===== config.mk =====
export PLATFORM = sky130hd
export DESIGN_NAME = sramdp_fifo_ctrl
export DESIGN_NICKNAME = d
export VERILOG_FILES = /design/src/rtl/sramdp_fifo_pkg.sv /design/src/rtl/sramdp_fifo_pfbuf.sv /design/src/rtl/sramdp_fifo_ctrl.sv
export SDC_FILE = /design/constraint.sdc
export NUM_CORES = 1
export LEC_CHECK = 0
export BUFFER_PORTS_ARGS = -buffer_cell sky130_fd_sc_hd__buf_2
export CAP_MARGIN = 5
export CORE_ASPECT_RATIO = 0.7
export CORE_MARGIN = 10
export CORE_UTILIZATION = 34
export CTS_BUF_LIST = sky130_fd_sc_hd__clkbuf_2 sky130_fd_sc_hd__clkbuf_4 sky130_fd_sc_hd__clkbuf_8
export DETAILED_ROUTE_END_ITERATION = 10
export PLACE_DENSITY = 0.6
export REMOVE_ABC_BUFFERS = 1
export SLEW_MARGIN = 15
export SYNTH_ARGS = -nofsm -noshare
export SYNTH_HDL_FRONTEND = slang
export SYNTH_SLANG_ARGS = --single-unit
export TNS_END_PERCENT = 30

===== constraint.sdc =====
create_clock -name clk -period 4.5 [get_ports clk]
set_clock_uncertainty 0.2 [all_clocks]
set_input_delay 0.675 -clock clk [delete_from_list [all_inputs] [get_ports clk]]
set_output_delay 0.675 -clock clk [all_outputs]
set_load 0.02 [all_outputs]

===== src/rtl/sramdp_fifo_pkg.sv =====
// Shared constants and helpers for the dual-port SRAM FIFO controller.
package sramdp_fifo_pkg;

  localparam int SRAM_RD_LAT = 1;
  localparam int PF_DEPTH    = 2;

  // Occupancy spans SRAM depth plus the prefetch entries, so it needs two extra bits.
  function automatic int cnt_width(input int wordswd);
    return wordswd + 2;
  endfunction

endpackage


===== src/rtl/sramdp_fifo_pfbuf.sv =====
// Two-entry prefetch/skid buffer holding SRAM read data in front of the pop port.
module sramdp_fifo_pfbuf #(
  parameter int BITS = 19
) (
  input  logic            clk,
  input  logic            rst,
  input  logic            flush,
  input  logic            cap,
  input  logic [BITS-1:0] cap_data,
  input  logic            pop,
  output logic [1:0]      occ,
  output logic [BITS-1:0] head
);

  logic [BITS-1:0] ent0;
  logic [BITS-1:0] ent1;
  logic            do_pop;

  assign do_pop = pop && (occ != 2'd0);
  assign head   = ent0;

  // ent0 is always the head; a capture lands in the first free slot after any shift.
  always_ff @(posedge clk or posedge rst) begin
    if (rst) begin
      occ  <= 2'd0;
      ent0 <= '0;
      ent1 <= '0;
    end else if (flush) begin
      occ  <= 2'd0;
      ent0 <= '0;
      ent1 <= '0;
    end else begin
      case ({cap, do_pop})
        2'b10: begin
          if (occ == 2'd0) ent0 <= cap_data;
          else             ent1 <= cap_data;
          occ <= occ + 2'd1;
        end
        2'b01: begin
          ent0 <= ent1;
          occ  <= occ - 2'd1;
        end
        2'b11: begin
          if (occ == 2'd1) begin
            ent0 <= cap_data;
          end else begin
            ent0 <= ent1;
            ent1 <= cap_data;
          end
        end
        default: ;
      endcase
    end
  end

endmodule


===== src/rtl/sramdp_fifo_ctrl.sv =====
// Synchronous FIFO built on one dual-port SRAM (port A write, port B read) plus a prefetch buffer.
// Optional build macro SRAMDP_FIFO_BYPASS_EN lets pushes into an empty FIFO skip the SRAM.
module sramdp_fifo_ctrl
  import sramdp_fifo_pkg::*;
#(
  parameter int WORDSWD = 10,
  parameter int BITS    = 19
) (
  input  logic               clk,
  input  logic               rst,
  input  logic               flush,
  input  logic               in_vld,
  output logic               in_rdy,
  input  logic [BITS-1:0]    in_data,
  output logic               out_vld,
  input  logic               out_rdy,
  output logic [BITS-1:0]    out_data,
  output logic [WORDSWD+1:0] count,
  output logic               sram_cena,
  output logic               sram_gwena,
  output logic [WORDSWD-1:0] sram_aa,
  output logic [BITS-1:0]    sram_da,
  output logic               sram_cenb,
  output logic               sram_gwenb,
  output logic [WORDSWD-1:0] sram_ab,
  input  logic [BITS-1:0]    sram_qb
);

  localparam int CW = cnt_width(WORDSWD);

  logic [WORDSWD-1:0] wptr;
  logic [WORDSWD-1:0] rptr;
  logic [WORDSWD:0]   sram_cnt;
  logic               inflight;
  logic               ready_q;
  logic [1:0]         buf_occ;
  logic               push_fire;
  logic               pop_fire;
  logic               to_buf;
  logic               to_sram;
  logic               rd_issue;
  logic               cap;
  logic [BITS-1:0]    cap_data;

  // sram_cnt never exceeds DEPTH, so its top bit alone marks a full SRAM.
  assign in_rdy    = ready_q && !sram_cnt[WORDSWD] && !flush;
  assign push_fire = in_vld && in_rdy;
  assign pop_fire  = out_vld && out_rdy && !flush;

`ifdef SRAMDP_FIFO_BYPASS_EN
  assign to_buf = push_fire && (sram_cnt == '0) && !inflight && (buf_occ < 2'd2);
`else
  assign to_buf = 1'b0;
`endif
  assign to_sram = push_fire && !to_buf;

  // A slot freed by this cycle's pop counts as free, which keeps the pop side at one word per cycle.
  assign rd_issue = !flush && (sram_cnt != '0) &&
                    ((({1'b0, buf_occ} + {2'b00, inflight}) < 3'(PF_DEPTH)) || pop_fire);

  assign sram_cena  = !to_sram;
  assign sram_gwena = !to_sram;
  assign sram_aa    = to_sram ? wptr : '0;
  assign sram_da    = to_sram ? in_data : '0;
  assign sram_cenb  = !rd_issue;
  assign sram_gwenb = 1'b1;
  assign sram_ab    = rd_issue ? rptr : '0;

  assign cap      = (inflight && !flush) || to_buf;
  assign cap_data = to_buf ? in_data : sram_qb;

  assign out_vld = (buf_occ != 2'd0);
  assign count   = CW'(sram_cnt) + CW'(buf_occ) + CW'(inflight);

  // Pointers wrap naturally at DEPTH; flush discards any in-flight read so its data is never captured.
  always_ff @(posedge clk or posedge rst) begin
    if (rst) begin
      ready_q  <= 1'b0;
      wptr     <= '0;
      rptr     <= '0;
      sram_cnt <= '0;
      inflight <= 1'b0;
    end else begin
      ready_q <= 1'b1;
      if (flush) begin
        wptr     <= '0;
        rptr     <= '0;
        sram_cnt <= '0;
        inflight <= 1'b0;
      end else begin
        if (to_sram)  wptr <= wptr + 1'b1;
        if (rd_issue) rptr <= rptr + 1'b1;
        case ({to_sram, rd_issue})
          2'b10:   sram_cnt <= sram_cnt + 1'b1;
          2'b01:   sram_cnt <= sram_cnt - 1'b1;
          default: ;
        endcase
        inflight <= rd_issue;
      end
    end
  end

  sramdp_fifo_pfbuf #(
    .BITS(BITS)
  ) u_pfbuf (
    .clk      (clk),
    .rst      (rst),
    .flush    (flush),
    .cap      (cap),
    .cap_data (cap_data),
    .pop      (pop_fire),
    .occ      (buf_occ),
    .head     (out_data)
  );

endmodule


==> results of run 1 <==
-- sequential cells by signal (all words and copies together) (netlist names) --
register and flops:
inflight 1, ready_q 1, rptr 10, sram_cnt 11, u_pfbuf.ent1 19, u_pfbuf.head 19
u_pfbuf.occ 2, wptr 10
-- metrics by stage --
step / instances / setup WS, ns
floorplan: 481 / 0.979
global placement: 771 / 0.903
detailed placement: 771 / 0.793
CTS: 787 / 0.767
global route: 787 / 0.509
finish: 787 / 0.781
-- cell type report --
cell class                 instances  area share (%)
clock buffer                      10            2.42
sequential                        73            33.6
clock inverter                     6            1.24
inverter                          17            1.17
multi-input combinational        391            46.0
tap                              166            3.82
timing repair buffer             124            11.7
-- cell families (layout without fill, tap and decap cells) --
family / after synthesis / in the layout / synth area share (%)
xor+xnor: 29 / 29 / 5.63
simple gates: 217 / 217 / 25.0
fa+ha+maj: 17 / 17 / 5.21
mux: 22 / 22 / 4.91
other cells: 1 / 2 / 0.0831
compound gates: 104 / 104 / 14.2
buf+inv: 46 / 157 / 4.49
flops: 73 / 73 / 40.5
-- worst register-to-register path, delay by kind of cell (launching register included) --
kind,cells,cell delay [ns]
buffers and inverters,2,0.37
AO/OA/AOI/OAI,3,0.70
AND/OR/NAND/NOR,6,1.32
flip-flops,1,0.44
adder cells (fa/ha/maj),2,0.60
-- power groups by stage --
stage	Sequential, µW	Clock, µW	Combinational, µW
floorplan	992	0	1030
global placement	952	0	1540
detailed placement	956	0	1570
CTS	947	544	1570
global route	971	572	1720
finish	949	528	1550
-- how the worst max path moves through the flow --
| stage | start | slack [ns] | cells after the start | end |
|---|---|---|---|---|
| 2_1_floorplan | flush | 0.98 | 10 | sram_cnt[9] |
| 3_3_place_gp | u_pfbuf.occ[1] | 0.90 | 13 | sram_cnt[9] |
| 3_5_place_dp | u_pfbuf.occ[1] | 0.79 | 13 | sram_cnt[9] |
| 4_1_cts | u_pfbuf.occ[1] | 0.77 | 13 | sram_cnt[9] |
| 5_1_grt | u_pfbuf.occ[1] | 0.51 | 13 | sram_cnt[9] |
| 6_report | u_pfbuf.occ[1] | 0.78 | 13 | sram_cnt[9] |
-- placed cells by master, fill, tap and decap left out, types with 14 or more instances in the layout --
master / instances
buf_2: 117
nand2_1: 84
dfrtp_1: 73
o21ai_0: 51
nor2_1: 29
and2_1: 28
mux2i_1: 21
a21oi_1: 20
nand3_1: 19
xnor2_1: 16
inv_1: 14
ha_1: 14
-- metal layers --
layer,wire length [µm],part of all wire [%]
met1,5920,46
met2,5450,43
met3,1280,10
met4,126,0.99
met5,0,0
==> qor.yml, run 1 <==
cts_buffers: 9
layout.nets: 676
clock_path_buffers: 2
post-synth-top-area-cell: "dfrtp_1"
rsz0062_at_grt: "false"
synth-edff-count: 0
finalMaxSlewViolations: 0
r2r-start: "u_pfbuf.occ[1]"
hold_viol: 0
synth_common_cells: "84 x nand2_1, 73 x dfrtp_1, 51 x o21ai_0"
setup.worst_path.class: "flop to flop"
fmax_mhz: 269
cp-end-kind: "flop"
worstPathMaxFanout: 9
multi_input_area_um2: 2500
synth_flop_cell: "dfrtp_1"
postRouteAntennaNets: 0
use_met2_pct: 21.5
met1_usage_pct: 18.6
worst_slew_pin_slew_ns: 0.847
cpPeakStageDelay_ns: 0.46
clkPwrFrac_pct: 17.4
synth.distinct_cells: 69
ir_drop_v: 0.000172
track_usage_pct: 14.1
ys_ff_latch: 73
seq_area_um2: 1830
comb_power_share_pct: 51.3
critPathTopFamily: "simple AND/OR/NAND/NOR gates"
gp_congestion: 0.848
remaining_drc_errors: 0
timing.reg2reg.setup_slack_ns: 0.78
post-cts-setup-buffers: 0
vias: 3966
vias_per_cell: 5.04
status: "completed"
async_reset_ff_share_pct: 100
max-slew-margin-rel_pct: 43.0
final.min_clock_period_ns: 3.72
synth_top_area_share_pct: 40.5
syn_inst: 509
die_width_um: 158
path_buf_inv: 2
globalRouteMet3Util_pct: 5.11
grt_max_degree: 39
reg2reg_depth: 13
grt-ovfl-total: 0
crit_chain: "inv_1 > ha_1 > nand2b_1 > and2_4 > nor3_4 > nand2_1 > inv_1 > ha_1 > a21o_1 > a221oi_4 > nor4b_1 > or4_1 > o22ai_1"
place_area_um2: 5240
cts_root_buf: "clkbuf_8"
port_buffers: 117
syn_to_final_growth_pct: 20.4
setup_viol: 0
cts-resized-gates: 0
dieArea_um2: 18400
antenna_found_initial: 0
cpMaxStageDelayCell: "or4_1"
num-fill-cells: 1317
h-tree-depth: 3
layout-drive-gt1-share_pct: 26.1
drt-wirelength-per-cell_um: 16.2
final_area_um2: 5440
cts_tree: "done"
clkLatencyLatePin_ns: 0.35
p_per_area_nw_per_um2: 557
core_um2: 13100
start_util_pct: 34.5
io_pins: 119
post_synth.cell_area_avg_um2: 8.87
fin_tns_setup_ns: 0
intPower_uw: 1650
grt_pass1_vias: 3974
top_usage_layer: "met2"
ctsHoldBuffers: 0
yosysWarnings: 0
swShare_pct: 45.7
post-dp-hpwl_mm: 9.80
row_count: 35
cts.sinks: 73
period_share_pct: 82.6
wl_mm: 12.8
cp.required_ns: 4.57
seq_area_frac_synth_pct: 40.5
first_iter_violations: 240
hold_path.class: "input port to async pin"
maxCapViolations: 0
synth_area_leaders: "dfrtp_1 40%, nand2_1 7.0%, o21ai_0 5.7%, mux2i_1 4.7%, and2_1 3.9%"
worst_ep_arrival_time_ns: 3.78
p_seq_share_pct: 31.3
path_clk_slew_ns: 0.09
post-route-util_pct: 41.5
yosysMostFrequentCell: "nand2_1"
grt_pass1_wl_mm: 20.8
n_antenna_cell: 0
cp-start-kind: "flop"
p_total_uw: 3030
p_sw_uw: 1380
r2r_end: "sram_cnt[9]"
dieHeight_um: 116
syn_area_um2: 4510
first_pass_iters: 4
power.leakage_uw: 0.00280
whs_ns: 0.266
Note: power is estimated with default switching activity, not from simulation.
==> inputs of run 2 (changes only) <==
clock period = 3.55 ns   (was 4.5 ns; I/O delays follow)
==> run 2 against run 1 <==
Net effect:
- register-to-register slack worse by 0.60 ns
- sequential share of layout area is 0.84 points lower
- worst setup slack worse by 0.60 ns
- critical path depth is 3 lower
- sequential cell count stayed put
==> qor.yml, run 2 (synthesis gave the netlist of run 1 again) <==
status: "completed"
hold_path.class: "input port to async pin"
clock_path_buffers: 2
cp-end-kind: "output pin"
vias_per_cell: 5.03
wl_mm: 13.0
cts_tree: "done"
cp.required_ns: 2.82
globalRouteMet3Util_pct: 4.12
track_usage_pct: 14.4
maxCapViolations: 0
ir_drop_v: 0.000282
fin_cells: 797
gp_congestion: 0.880
vias: 4011
period_share_pct: 94.8
worst_slew_pin_slew_ns: 0.924
grt_max_degree: 39
top_usage_layer: "met2"
hold_viol: 0
met1_usage_pct: 19.1
path_clk_slew_ns: 0.08
final_area_um2: 5580
rsz0062_at_grt: "false"
p_per_area_nw_per_um2: 734
grt_pass1_wl_mm: 21.4
worstPathMaxFanout: 3
cts_root_buf: "clkbuf_8"
post-dp-hpwl_mm: 9.78
io_pins: 119
first_iter_violations: 212
setup.worst_path.class: "flop to output pin"
dieArea_um2: 18400
grt_pass1_vias: 4092
place_area_um2: 5320
reg2reg_depth: 14
core_um2: 13100
timing.reg2reg.setup_slack_ns: 0.19
row_count: 35
power.leakage_uw: 0.00287
final.min_clock_period_ns: 3.36
layout-drive-gt1-share_pct: 28.4
antenna_found_initial: 0
r2r_end: "sram_cnt[9]"
remaining_drc_errors: 0
syn_to_final_growth_pct: 23.6
port_buffers: 117
setup_viol: 0
final_cell_mix: "117 x buf_2, 83 x nand2_1, 71 x dfrtp_1, 51 x o21ai_0, 29 x nor2_1"
layout.nets: 686
dieHeight_um: 116
placed_cells: 781
start_util_pct: 34.5
max-slew-margin-rel_pct: 37.7
grt-ovfl-total: 0
cts.sinks: 73
r2r-start: "u_pfbuf.occ[0]"
ctsHoldBuffers: 0
fin_tns_setup_ns: 0
cts_buffers: 9
first_pass_iters: 4
use_met2_pct: 22.4
worst_ep_arrival_time_ns: 2.63
die_width_um: 158
h-tree-depth: 3
drt-wirelength-per-cell_um: 16.3
cp-start-kind: "flop"
postRouteAntennaNets: 0
finalMaxSlewViolations: 0
n_antenna_cell: 0
fmax_mhz: 297
clkLatencyLatePin_ns: 0.35
layout_commonest_cell: "buf_2"
==> run 2: per-layer routing <==
metal  wire [µm]  part of all wire [%]  up-vias
met4          98                  0.75        0
met2        5560                    43      147
li1            -                     -     1989
met5           0                     0        -
met1        6150                    47     1864
met3        1200                   9.3       11
==> run 2: cell type report <==
cell class / instances / area (µm²)
clock buffers: 11 / 139
clock inverters: 5 / 104
fillers: 1336 / 7510
inverters: 17 / 63.8
multi-input cells: 391 / 2510
flip-flops and latches: 73 / 1830
well taps: 166 / 208
repair buffers: 134 / 726
==> run 2: where the power goes <==
group / switching (µW) / internal (µW)
Combinational: 1310 / 809
Clock: 324 / 483
Sequential: 152 / 1020
Total: 1790 / 2310
==> run 2: how the worst max path moves through the flow <==
stage | start | end | slack, ns
after floorplan | flush | sram_cnt[9] | 0.17
after global placement | u_pfbuf.occ[1] | sram_cnt[9] | 0.18
after detailed placement | u_pfbuf.occ[1] | sram_cnt[9] | 0.05
after CTS | u_pfbuf.occ[1] | sram_cnt[9] | 0.03
after global routing | u_pfbuf.occ[0] | sram_cnt[9] | 0.02
final | sram_cnt[0] | count[10] | 0.19
==> run 2: timing repair <==
item	CTS	global route
buffers inserted	0	0
resized for setup	0	7
endpoints found under the setup margin	0	5
==> run 2: stage by stage <==
| stage | util [%] | hold slack (ns) | power [µW] | worst slack [ns] |
|---|---|---|---|---|
| detailed placement | 40.7 | 0.271 | 3290 | 0.0491 |
| global route | 42.6 | 0.198 | 4400 | 0.0222 |
| global placement | 40.7 | 0.262 | 3240 | 0.179 |
| floorplan | - | 0.249 | 2570 | 0.171 |
| CTS | 42.5 | 0.149 | 4110 | 0.0346 |
| finish | 42.6 | 0.138 | 4090 | 0.185 |
==> run 2: critical path, cell delays in order (launching register included) <==
cell and delay, ns:
dfrtp_1 0.37, buf_4 0.14, inv_1 0.08, fa_1 0.45, inv_1 0.08, fa_2 0.25
nand2_1 0.10, or2_2 0.32, nor3_2 0.13, xor2_1 0.17, buf_2 0.19
